--- config.mk ---
export PLATFORM = sky130hd
export DESIGN_NAME = lit_compile
export DESIGN_NICKNAME = d
export VERILOG_FILES = /design/src/rtl/forthsuper_pkg.sv /design/src/rtl/lit_compile.sv
export SDC_FILE = /design/constraint.sdc
export NUM_CORES = 1
export LEC_CHECK = 0
export BUFFER_PORTS_ARGS = -buffer_cell sky130_fd_sc_hd__buf_2
export CORE_MARGIN = 1.5
export CORE_UTILIZATION = 49
export CTS_CLUSTER_SIZE = 16
export DETAILED_ROUTE_END_ITERATION = 16
export PLACE_DENSITY = 0.77
export SYNTH_ARGS = -nofsm -noshare
export SYNTH_HDL_FRONTEND = slang
export SYNTH_SLANG_ARGS = --single-unit
--- constraint.sdc ---
create_clock -name clk -period 2.8 [get_ports clk]
set_clock_uncertainty 0.2 [all_clocks]
set_input_delay 0.7 -clock clk [delete_from_list [all_inputs] [get_ports clk]]
set_output_delay 0.7 -clock clk [all_outputs]
set_load 0.1 [all_outputs]
--- src/rtl/forthsuper_pkg.sv ---
// Shared types and constants for the forthsuper compile path.
package forthsuper_pkg;

  typedef enum logic [2:0] {IDLE, CHK, BYTE, GAP, FIN} lit_compile_sts;

  localparam int DSZ_DEF    = 8;
  localparam int CSZ_DEF    = 32;
  localparam int CELL_BYTES = CSZ_DEF / DSZ_DEF;

endpackage

--- src/rtl/lit_compile.sv ---
// Compile front end: turns one request into opcode + literal byte writes via comma, owning HERE.
// Build option LIT_ALIGN_EN: zero-pad after the opcode so the literal starts cell aligned.
module lit_compile
  import forthsuper_pkg::*;
#(
  parameter int              DSZ     = DSZ_DEF,
  parameter int              ASZ     = 17,
  parameter int              CSZ     = CSZ_DEF,
  parameter logic [ASZ-1:0]  HERE0   = '0,
  parameter int unsigned     MEM_TOP = 2**ASZ - 1
)(
  input  logic           clk,
  input  logic           rst,
  input  logic           req,
  input  logic [DSZ-1:0] op,
  input  logic           has_lit,
  input  logic [CSZ-1:0] lit,
  input  logic           here_ld,
  input  logic [ASZ-1:0] here_i,
  output logic [ASZ-1:0] here_o,
  output logic           cm_en,
  output logic [ASZ-1:0] cm_ai,
  output logic [DSZ-1:0] cm_vi,
  input  logic           cm_ack,
  output logic           bsy,
  output logic           done,
  output logic           err
);

  localparam int NB = CSZ / DSZ;
  localparam int KW = $clog2(2*NB + 1);
  localparam int IW = (NB > 1) ? $clog2(NB) : 1;

  lit_compile_sts state_reg, state_next;

  logic [ASZ-1:0] here_reg;
  logic [DSZ-1:0] op_reg;
  logic [CSZ-1:0] lit_reg;
  logic [KW-1:0]  k_reg, n_reg, pad_reg;
  logic [KW-1:0]  pad_calc, n_calc, lit_idx;
  logic [ASZ:0]   last_addr;
  logic           ovf;
  logic [DSZ-1:0] byte_val;
  logic [DSZ-1:0] lit_bytes [NB];

  logic           cm_en_reg, cm_en_next;
  logic [ASZ-1:0] cm_ai_reg, cm_ai_next;
  logic [DSZ-1:0] cm_vi_reg, cm_vi_next;
  logic           done_reg, done_next;
  logic           err_reg, err_next;

  genvar gi;
  generate
    for (gi = 0; gi < NB; gi++) begin : g_lit_bytes
      assign lit_bytes[gi] = lit_reg[gi*DSZ +: DSZ];
    end
  endgenerate

  // Byte count for an incoming request; pad depends on where the literal would start.
  always_comb begin
    pad_calc = '0;
`ifdef LIT_ALIGN_EN
    if (has_lit) begin : g_pad
      int unsigned rem;
      rem = (int'(here_reg) + 1) % NB;
      pad_calc = (rem == 0) ? KW'(0) : KW'(NB - int'(rem));
    end
`endif
    n_calc = KW'(1) + pad_calc + (has_lit ? KW'(NB) : KW'(0));
  end

  // Extra top bit keeps the end address from wrapping past MEM_TOP.
  always_comb begin
    last_addr = {1'b0, here_reg} + (ASZ+1)'(n_reg) - (ASZ+1)'(1);
    ovf       = last_addr > (ASZ+1)'(MEM_TOP);
  end

  // Byte 0 is the opcode, then pad zeros, then literal bytes low first.
  always_comb begin
    byte_val = '0;
    lit_idx  = k_reg - pad_reg - KW'(1);
    if (k_reg == '0)
      byte_val = op_reg;
    else if (k_reg > pad_reg)
      byte_val = lit_bytes[IW'(lit_idx)];
  end

  always_ff @(posedge clk) begin
    if (!rst)
      state_reg <= IDLE;
    else
      state_reg <= state_next;
  end

  always_comb begin
    state_next = state_reg;
    case (state_reg)
      IDLE: if (!here_ld && req) state_next = CHK;
      CHK:  state_next = ovf ? IDLE : BYTE;
      BYTE: if (cm_ack) state_next = GAP;
      GAP:  state_next = (k_reg < n_reg) ? BYTE : FIN;
      FIN:  state_next = IDLE;
      default: state_next = IDLE;
    endcase
  end

  // Outputs are registered from the next state so they line up with the state they belong to.
  always_comb begin
    cm_en_next = (state_next == BYTE);
    cm_ai_next = cm_en_next ? here_reg : '0;
    cm_vi_next = cm_en_next ? byte_val : '0;
    done_next  = (state_next == FIN);
    err_next   = (state_reg == CHK) && ovf;
  end

  always_ff @(posedge clk) begin
    if (!rst) begin
      here_reg  <= HERE0;
      op_reg    <= '0;
      lit_reg   <= '0;
      k_reg     <= '0;
      n_reg     <= '0;
      pad_reg   <= '0;
      cm_en_reg <= 1'b0;
      cm_ai_reg <= '0;
      cm_vi_reg <= '0;
      done_reg  <= 1'b0;
      err_reg   <= 1'b0;
    end else begin
      cm_en_reg <= cm_en_next;
      cm_ai_reg <= cm_ai_next;
      cm_vi_reg <= cm_vi_next;
      done_reg  <= done_next;
      err_reg   <= err_next;
      case (state_reg)
        IDLE: begin
          if (here_ld) begin
            here_reg <= here_i;
          end else if (req) begin
            op_reg  <= op;
            lit_reg <= lit;
            n_reg   <= n_calc;
            pad_reg <= pad_calc;
            k_reg   <= '0;
          end
        end
        BYTE: begin
          if (cm_ack) begin
            here_reg <= here_reg + ASZ'(1);
            k_reg    <= k_reg + KW'(1);
          end
        end
        default: ;
      endcase
    end
  end

  assign here_o = here_reg;
  assign cm_en  = cm_en_reg;
  assign cm_ai  = cm_ai_reg;
  assign cm_vi  = cm_vi_reg;
  assign done   = done_reg;
  assign err    = err_reg;
  assign bsy    = (state_reg != IDLE);

endmodule

# Word-level counts from Yosys, hierarchy flattened
# Index checks and enable logic that the tools add are counted.
dict set report classes {
  add_sub_neg 6
  magnitude_cmp 4
  eq_ne 9
  n_mux 18
  bitwise_logic 2
  reduce_logical 11
}
# op n
set op_table {}
lappend op_table {{$mux W17} 2}
lappend op_table {{$pmux W17 S2} 1}
lappend op_table {{$mux W8} 4}
lappend op_table {{$add A17 B4 Y18} 1}
lappend op_table {{$gt A18 B17 Y1 const B} 1}
lappend op_table {{$sub A18 B1 Y18 const B} 1}
lappend op_table {{$add A17 B1 Y17 const B} 1}
lappend op_table {{$bmux W8 S2} 1}
lappend op_table {{$mux W3} 4}
lappend op_table {{$mux W4} 3}
lappend op_table {{$pmux W3 S4} 1}
lappend op_table {{$eq A3 B2 Y1 const B} 3}
lappend op_table {{$ne A2 B2 Y1 const B} 4}
lappend op_table {{$pmux W4 S2} 1}
lappend op_table {{$reduce_and A3 Y1} 2}
lappend op_table {{$add A1 B3 Y4 const A} 1}
lappend op_table {{$add A4 B1 Y4 const B} 1}
lappend op_table {{$gt A4 B1 Y1 const B} 1}
lappend op_table {{$logic_not A4 Y1} 1}
lappend op_table {{$lt A4 B4 Y1} 1}
lappend op_table {{$reduce_and A4 Y1} 1}
lappend op_table {{$eq A3 B1 Y1 const B} 1}
lappend op_table {{$eq A3 B3 Y1 const B} 1}
lappend op_table {{$ge A3 B3 Y1 const B} 1}
lappend op_table {{other kinds (10)} 11}
dict set report totals {
  reg_bits 96
  in_bits 63
  output_inout_bits 46
  elab_cells 61
}

# Longest topological paths before layout
# Gate-level depths: netlist (run 1).
dict set report depth {
  depth_word 7
  ltp_mapped 11
  ltp_nobuf 10
}

# Least setup slack after synthesis (run 1)
# OpenSTA, ideal clock, no wires.
dict set report synth_timing {
  path_type {register to register}
  from {register here_reg[0] (netlist: here_o[0])}
  to {register cm_ai_reg[2] (netlist: cm_ai[2])}
  setup_ns 0.121
  t_arrival_ns 3.112
  t_required_ns 2.479
  setup_slack_ns -0.633
  stages_incl_launch_ff 12
  n_path_buf 1
  synth_period_minus_slack_ns 3.433
  cell_sequence {dfxtp_1 > inv_1 > ha_1 > inv_1 > ha_1 > fa_1 > a211oi_1 > or4_4 > a211o_1 > o2111ai_4 > buf_6 > a21oi_2}
}
dict set report synth_via {
  elab_chain_len 7
}
# element line
set synth_lines {}
lappend synth_lines {{start, declared} lit_compile.sv:36} ;# logic [ASZ-1:0] here_reg;
lappend synth_lines {{start signal, assigned} lit_compile.sv:138} ;# here_reg <= here_i;
lappend synth_lines {{start signal, assigned} lit_compile.sv:149} ;# here_reg <= here_reg + ASZ'(1);
lappend synth_lines {{$add A17 B4 Y18} lit_compile.sv:74} ;# last_addr = {1'b0, here_reg} + (ASZ+1)'(n_reg) - (ASZ+1)'(1);
lappend synth_lines {{$sub A18 B1 Y18} lit_compile.sv:74}
lappend synth_lines {{$gt A18 B17 Y1} lit_compile.sv:75} ;# ovf = last_addr > (ASZ+1)'(MEM_TOP);
lappend synth_lines {{$mux W2} lit_compile.sv:99} ;# CHK: state_next = ovf ? IDLE : BYTE;
lappend synth_lines {{$pmux W3 S4} lit_compile.sv:97} ;# case (state_reg)
lappend synth_lines {{$eq A3 B2 Y1} lit_compile.sv:109} ;# cm_en_next = (state_next == BYTE);
lappend synth_lines {{$reduce_and A2 Y1 (no line)} n/a}
lappend synth_lines {{end signal, assigned} lit_compile.sv:131} ;# cm_ai_reg <= cm_ai_next;
lappend synth_lines {{end, declared} lit_compile.sv:47} ;# logic [ASZ-1:0] cm_ai_reg, cm_ai_next;
# Every way passes these cells.
# A chain may end at the register's enable or synchronous reset.

# Worst setup path in the final report (run 1)
dict set report layout_timing {
  from {register here_reg[0] (netlist: here_o[0])}
  to {register cm_ai_reg[14] (netlist: cm_ai[14])}
}
# Same word-level chain as after synthesis.

==> results of run 1 <==
worst paths after layout:
check                  from  slack (ns)  depth (start not counted)        end
setup reg to reg  here_o[0]         0.1                         11  cm_ai[14]
hold / removal    op_reg[2]        0.26                          2  op_reg[2]
setup / recovery  here_o[0]         0.1                         11  cm_ai[14]
hold reg to reg   op_reg[2]        0.26                          2  op_reg[2]
stage by stage:
step	setup WS (ns)	hold WS, ns	util (%)	total power (uW)
6_report	0.0968	0.259	60.8	3320
5_1_grt	0.00550	0.280	60.8	3470
4_1_cts	0.0962	0.260	60.0	3320
3_5_place_dp	0.118	0.247	57.3	2240
3_3_place_gp	0.173	0.239	57.3	2220
2_1_floorplan	0.0000357	0.233	-	2060
per-layer routing:
layer	part of all wire, %	wire, um	vias up
met1	44	4910	1905
met5	0	0	-
met2	49	5440	131
met3	5.5	618	20
met4	1.7	193	0
li1	-	-	2014
where the power goes:
part	switching, uW	internal (uW)
clock	488	598
combinational	524	235
sequential	68.0	1410
cell families (layout without fill, tap and decap cells):
| family | Yosys count | in the layout | share of synthesized area [%] |
|---|---|---|---|
| adders and majority gates | 34 | 34 | 9.33 |
| AOI/OAI and AO/OA | 140 | 140 | 20.0 |
| DFF | 94 | 94 | 40.6 |
| xor gates and xnor gates | 1 | 1 | 0.189 |
| buffers and inverters | 60 | 164 | 6.10 |
| muxes | 17 | 17 | 5.83 |
| and+or+nand+nor | 180 | 180 | 17.9 |
cell usage in the layout (no fill, tap or decap), drive strengths merged, types with 2 or more instances in the layout:
master	netlist	routed
o2111ai	2	2
or3	3	3
o21ai	16	16
a22o	3	3
buf	17	120
or3b	3	3
nand4	6	6
clkbuf	17	11
nor3b	3	3
mux4	8	8
and2	10	10
o32ai	2	2
and4	4	4
bufinv	0	3
a211o	2	2
ha	33	33
nor2	21	21
o22ai	2	2
mux2i	9	9
nand3	11	11
nand2	110	110
o211ai	2	2
a21oi	90	90
o21a	3	3
clkinv	1	2
and3	3	3
dfxtp	94	94
nor3	3	3
inv	25	27
a22oi	3	3
layout make-up:
cell class / count / share of cell area [%]
Multi-Input combinational cell: 372 / 44.7
Inverter: 26 / 1.75
Clock inverter: 7 / 2.15
Sequential cell: 94 / 34.1
Tap cell: 111 / 2.48
Clock buffer: 9 / 2.22
Timing Repair Buffer: 122 / 12.6
worst max-delay path, cell delays in order, from the launching register on:
cell and delay, ns:
dfxtp_4 0.37, inv_2 0.05, ha_2 0.16, inv_1 0.05, ha_2 0.17, fa_2 0.20, a211oi_2 0.06, or4_4 0.45
a211o_1 0.35, o2111ai_4 0.20, clkbuf_16 0.25, a21oi_2 0.06
repair_timing:
| item | in CTS | in global routing |
|---|---|---|
| endpoints found under the hold margin | 0 | 0 |
| resized for setup | 0 | 5 |
| setup endpoints to repair | 0 | 1 |
| buffers inserted | 0 | 2 |
==> qor.yml, run 1 <==
cts.reportedPaths.clkPinSlew_ns: 0.10
hp-class: "reg2reg"
startpoint_type: "flop"
first_global_vias: 3929
vias: 4070
ir_drop_mv: 0.377
antenna_found_initial: 0
cts.sinks: 94
required_ns: 2.82
postLayoutCellArea_um2: 5590
core_area_um2: 9200
synth_seq_cells: 94
finalCriticalPeriod_ns: 2.70
place_inst: 721
critPathArrivalTime_ns: 2.72
hold_violations: 0
synth_edf_count: 0
finalSetupViolations: 0
synth_most_common_cell: "nand2_1"
grt_use_met3_pct: 4.25
grt_start_max_net_pins: 50
power_density_nw_per_um2: 593
fp.dieW_um: 100
cap_violations: 0
avgSynthCellArea_um2: 8.82
clk_latency_ns: 0.36
slew_violations: 0
synth_cell_type_count: 60
async_flop_share_pct: 0
grtUsageMet1_pct: 28.6
tightestPinTransition_ns: 0.941
gp_congestion: 0.929
rsz0062_at_grt: "no"
netlist_top_cells_count: "109 x nand2_1, 94 x dfxtp_1, 71 x a21oi_1"
slew-limit-headroom_pct: 37.2
dieArea_um2: 10100
area_growth_pct: 20.6
yosysSeqAreaShare_pct: 40.6
cp_max_fo: 7
grt-busiest-layer: "met2"
register_area_um2: 1910
vias_per_cell: 5.49
ys.flop_type: "dfxtp_1"
fmax_mhz: 370
htreeDepth: 3
nFillCells: 820
cts_tree: "yes"
placed_area_um2: 5270
grt_pass1_wl_um: 18200
final.period_utilization_pct: 96.5
synth_top_area_cell: "dfxtp_1"
drive_gt1_share_pct: 31.9
hold_buffers: 0
synth_cells: 526
end_kind: "flop"
final_antenna_net_count: 0
drcViolationCount: 0
syn_area_um2: 4640
ys_warn_count: 0
pin_count: 109
finalNetCount: 722
drt_iter0_markers: 165
p_leak_uw: 0.00245
rows: 35
multi_input_area_um2: 2500
gr-usage-met2_pct: 39.0
clockRootBuffer: "clkbuf_8"
fp.dieH_um: 100
antenna_cells: 0
wl_um: 11200
synth_nets: 623
fin_cells: 741
grtUsageTotal_pct: 22.7
start_util_pct: 50.4
hpwl_um: 7880
gr-total-overflow: 0
path_class: "reg2reg"
dr.pass1.iters: 5
fin_setup_tns_ns: 0
cts_inserted_buffers: 9
cts_max_path_buffers: 2
port_buffers: 108
wl_per_cell_um: 15.1
status: "complete, no violations"
synthTopCellsByArea: "dfxtp_1 41%, ha_1 8.9%, nand2_1 8.8%, a21oi_1 7.7%, mux4_2 3.9%"
largest_reg_flops: 32
synth_top_area_share_pct: 40.6
Note: power is estimated with default switching activity, not from simulation.
==> inputs of run 2 (changes only) <==
--- a/config.mk
+++ b/config.mk
@@ -5,12 +5,13 @@
 export SDC_FILE = /design/constraint.sdc
 export NUM_CORES = 1
 export LEC_CHECK = 0
+export ABC_AREA = 1
 export BUFFER_PORTS_ARGS = -buffer_cell sky130_fd_sc_hd__buf_2
 export CORE_MARGIN = 1.5
-export CORE_UTILIZATION = 49
+export CORE_UTILIZATION = 48
 export CTS_CLUSTER_SIZE = 16
 export DETAILED_ROUTE_END_ITERATION = 16
-export PLACE_DENSITY = 0.77
+export PLACE_DENSITY = 0.76
 export SYNTH_ARGS = -nofsm -noshare
 export SYNTH_HDL_FRONTEND = slang
 export SYNTH_SLANG_ARGS = --single-unit
==> qor.yml, run 2 <==
grt_start_max_net_pins: 46
wl_per_cell_um: 14.3
async_flop_share_pct: 0
ys.flop_type: "dfxtp_1"
dr.pass1.iters: 4
finalCriticalPeriod_ns: 2.56
p_sw_uw: 1210
synthMuxAreaShare_pct: 1.78
first_global_vias: 3863
finalNetCount: 783
synth_nets: 682
startpoint_type: "flop"
htreeDepth: 3
drcViolationCount: 0
register_area_um2: 1890
multi_input_area_um2: 2330
ys_warn_count: 0
start_util_pct: 49.0
cts.sinks: 94
worstHoldStart: "op_reg[1]"
tightestPinTransition_ns: 0.862
pin_count: 109
slew-limit-headroom_pct: 42.5
syn_area_um2: 4510
fin_setup_tns_ns: 0
synth_xor_area_share_pct: 1.36
rsz0062_at_grt: "no"
synthTopCellsByArea: "dfxtp_1 42%, nor2_1 9.5%, ha_1 9.2%, o21ai_0 7.1%, nand2_1 6.7%"
synth_seq_cells: 94
finalSetupViolations: 0
synth_fa_ha_area_share_pct: 9.60
clockRootBuffer: "clkbuf_8"
core_area_um2: 9200
cts_tree: "yes"
switching_share_pct: 36.5
ir_drop_mv: 0.315
grtUsageTotal_pct: 22.9
synth_top_family_by_area: "simple AND/OR/NAND/NOR gates"
antenna_found_initial: 0
crit_start: "here_o[0]"
fin_cells: 802
synth_top_area_cell: "dfxtp_1"
drt_iter0_markers: 288
fmax_mhz: 390
avgSynthCellArea_um2: 7.71
hold_buffers: 0
gp_congestion: 0.909
pwr-share-comb_pct: 25.6
yosysSeqAreaShare_pct: 41.7
status: "complete, no violations"
clkPwrFrac_pct: 29.1
vias_per_cell: 5.25
grt_pass1_wl_um: 18400
cap_violations: 0
fp.dieH_um: 99.9
synth_edf_count: 0
synthSimpleGateAreaFrac_pct: 23.6
wl_um: 11400
clk_latency_ns: 0.35
sequentialPowerShare_pct: 45.3
synth_top_area_share_pct: 41.7
vias: 4214
final.period_utilization_pct: 91.6
cts_max_path_buffers: 2
slew_violations: 0
hp-class: "reg2reg"
critPathArrivalTime_ns: 2.65
synth_cell_type_count: 34
internal_power_uw: 2110
final_cell_mix: "114 x nor2_1, 108 x buf_2, 88 x dfxtp_1"
netlist_top_cells_count: "114 x nor2_1, 94 x dfxtp_1, 80 x nand2_1"
required_ns: 2.88
rows: 35
synth_cells: 585
cp_max_fo: 13
synth_compound_area_share_pct: 15.0
path_class: "reg2reg"
reg2reg_from: "here_o[0]"
fp.dieW_um: 99.9
antenna_cells: 0
power_density_nw_per_um2: 620
end_kind: "flop"
area_growth_pct: 18.9
place_inst: 785
cts.reportedPaths.clkPinSlew_ns: 0.10
hold_violations: 0
drive_gt1_share_pct: 25.0
p_leak_uw: 0.00247
mostFrequentLayoutCell: "nor2_1"
final_antenna_net_count: 0
cts_inserted_buffers: 9
hpwl_um: 7950
nFillCells: 847
largest_reg_flops: 32
synth_most_common_cell: "nor2_1"
port_buffers: 108
dieArea_um2: 9990
gr-total-overflow: 0
run 2: cell types whose count changed after synthesis, sizes merged, moves of 8 or more:
| cell | change |
|---|---|
| nand2 | -26 |
| mux4 | -8 |
| a21oi | -65 |
| o21ai | +51 |
| inv | +22 |
| nor2 | +114 |
| nand3 | +10 |
| o221ai | +8 |
| and2 | -10 |
run 2: final timing paths:
check | cells after the start | slack, ns | endpoint
max reg2reg | 16 | 0.24 | cm_vi[2]
min reg2reg | 2 | 0.28 | op_reg[1]
max | 16 | 0.24 | cm_vi[2]
min | 2 | 0.28 | op_reg[1]
run 2: metrics by stage:
step | hold slack (ns) | utilization, % | setup WS, ns | cell area, um^2 | power [uW]
floorplan | 0.238 | - | 0.0106 | 4520 | 2170
global placement | 0.254 | 55.8 | 0.235 | 5130 | 2350
detailed placement | 0.267 | 55.8 | 0.115 | 5130 | 2370
CTS | 0.280 | 58.1 | 0.0854 | 5340 | 3330
global route | 0.306 | 58.3 | 0.0451 | 5360 | 3490
finish | 0.283 | 58.3 | 0.235 | 5360 | 3320
run 2: cell type report:
type / instances / area share [%]
Clock inverter: 6 / 1.42
Timing Repair Buffer: 117 / 11.3
Multi-Input combinational cell: 417 / 43.5
Sequential cell: 94 / 35.2
Inverter: 47 / 3.29
Clock buffer: 10 / 2.57
Tap cell: 111 / 2.59
run 2: layer usage:
layer  GRT usage [%]  wire, um  vias up
met5               0         0        -
met4            6.61       142        0
li1                -         -     2104
met2            36.3      5360      136
met1            32.1      5290     1961
met3            3.90       639       13
run 2: logic make-up (layout without fill, tap and decap cells):
logic type      after synthesis  count (layout)
compound gates              119             119
xor+xnor                      7               7
fa+ha+maj                    34              34
buf+inv                      75             180
flops                        94              94
mux                           8               8
simple gates                248             249
run 2: repair_timing:
item,CTS,global route
endpoints found under the setup margin,0,25
buffers inserted,0,0
hold endpoints to repair,0,0
resized for setup,0,1
run 2: worst max-delay path, cell delays in order, from the launching register on:
cell and delay [ns]:
dfxtp_2 0.36, inv_1 0.10, ha_1 0.16, inv_1 0.05
ha_1 0.19, fa_1 0.35, nand2_1 0.07, nand2_1 0.05
nand3_1 0.07, nand2_1 0.05, nand2_1 0.08, nand2_1 0.05
nand2_1 0.09, nand3_2 0.08, nand2_2 0.14, nand3_4 0.22
nor2_1 0.19
run 2: power by group through the flow:
stage	clock network, uW	logic, uW	registers (uW)
after detailed placement	0	839	1530
after floorplan	0	412	1760
after global routing	1040	934	1520
after global placement	0	821	1530
final	967	851	1500
after CTS	985	844	1500
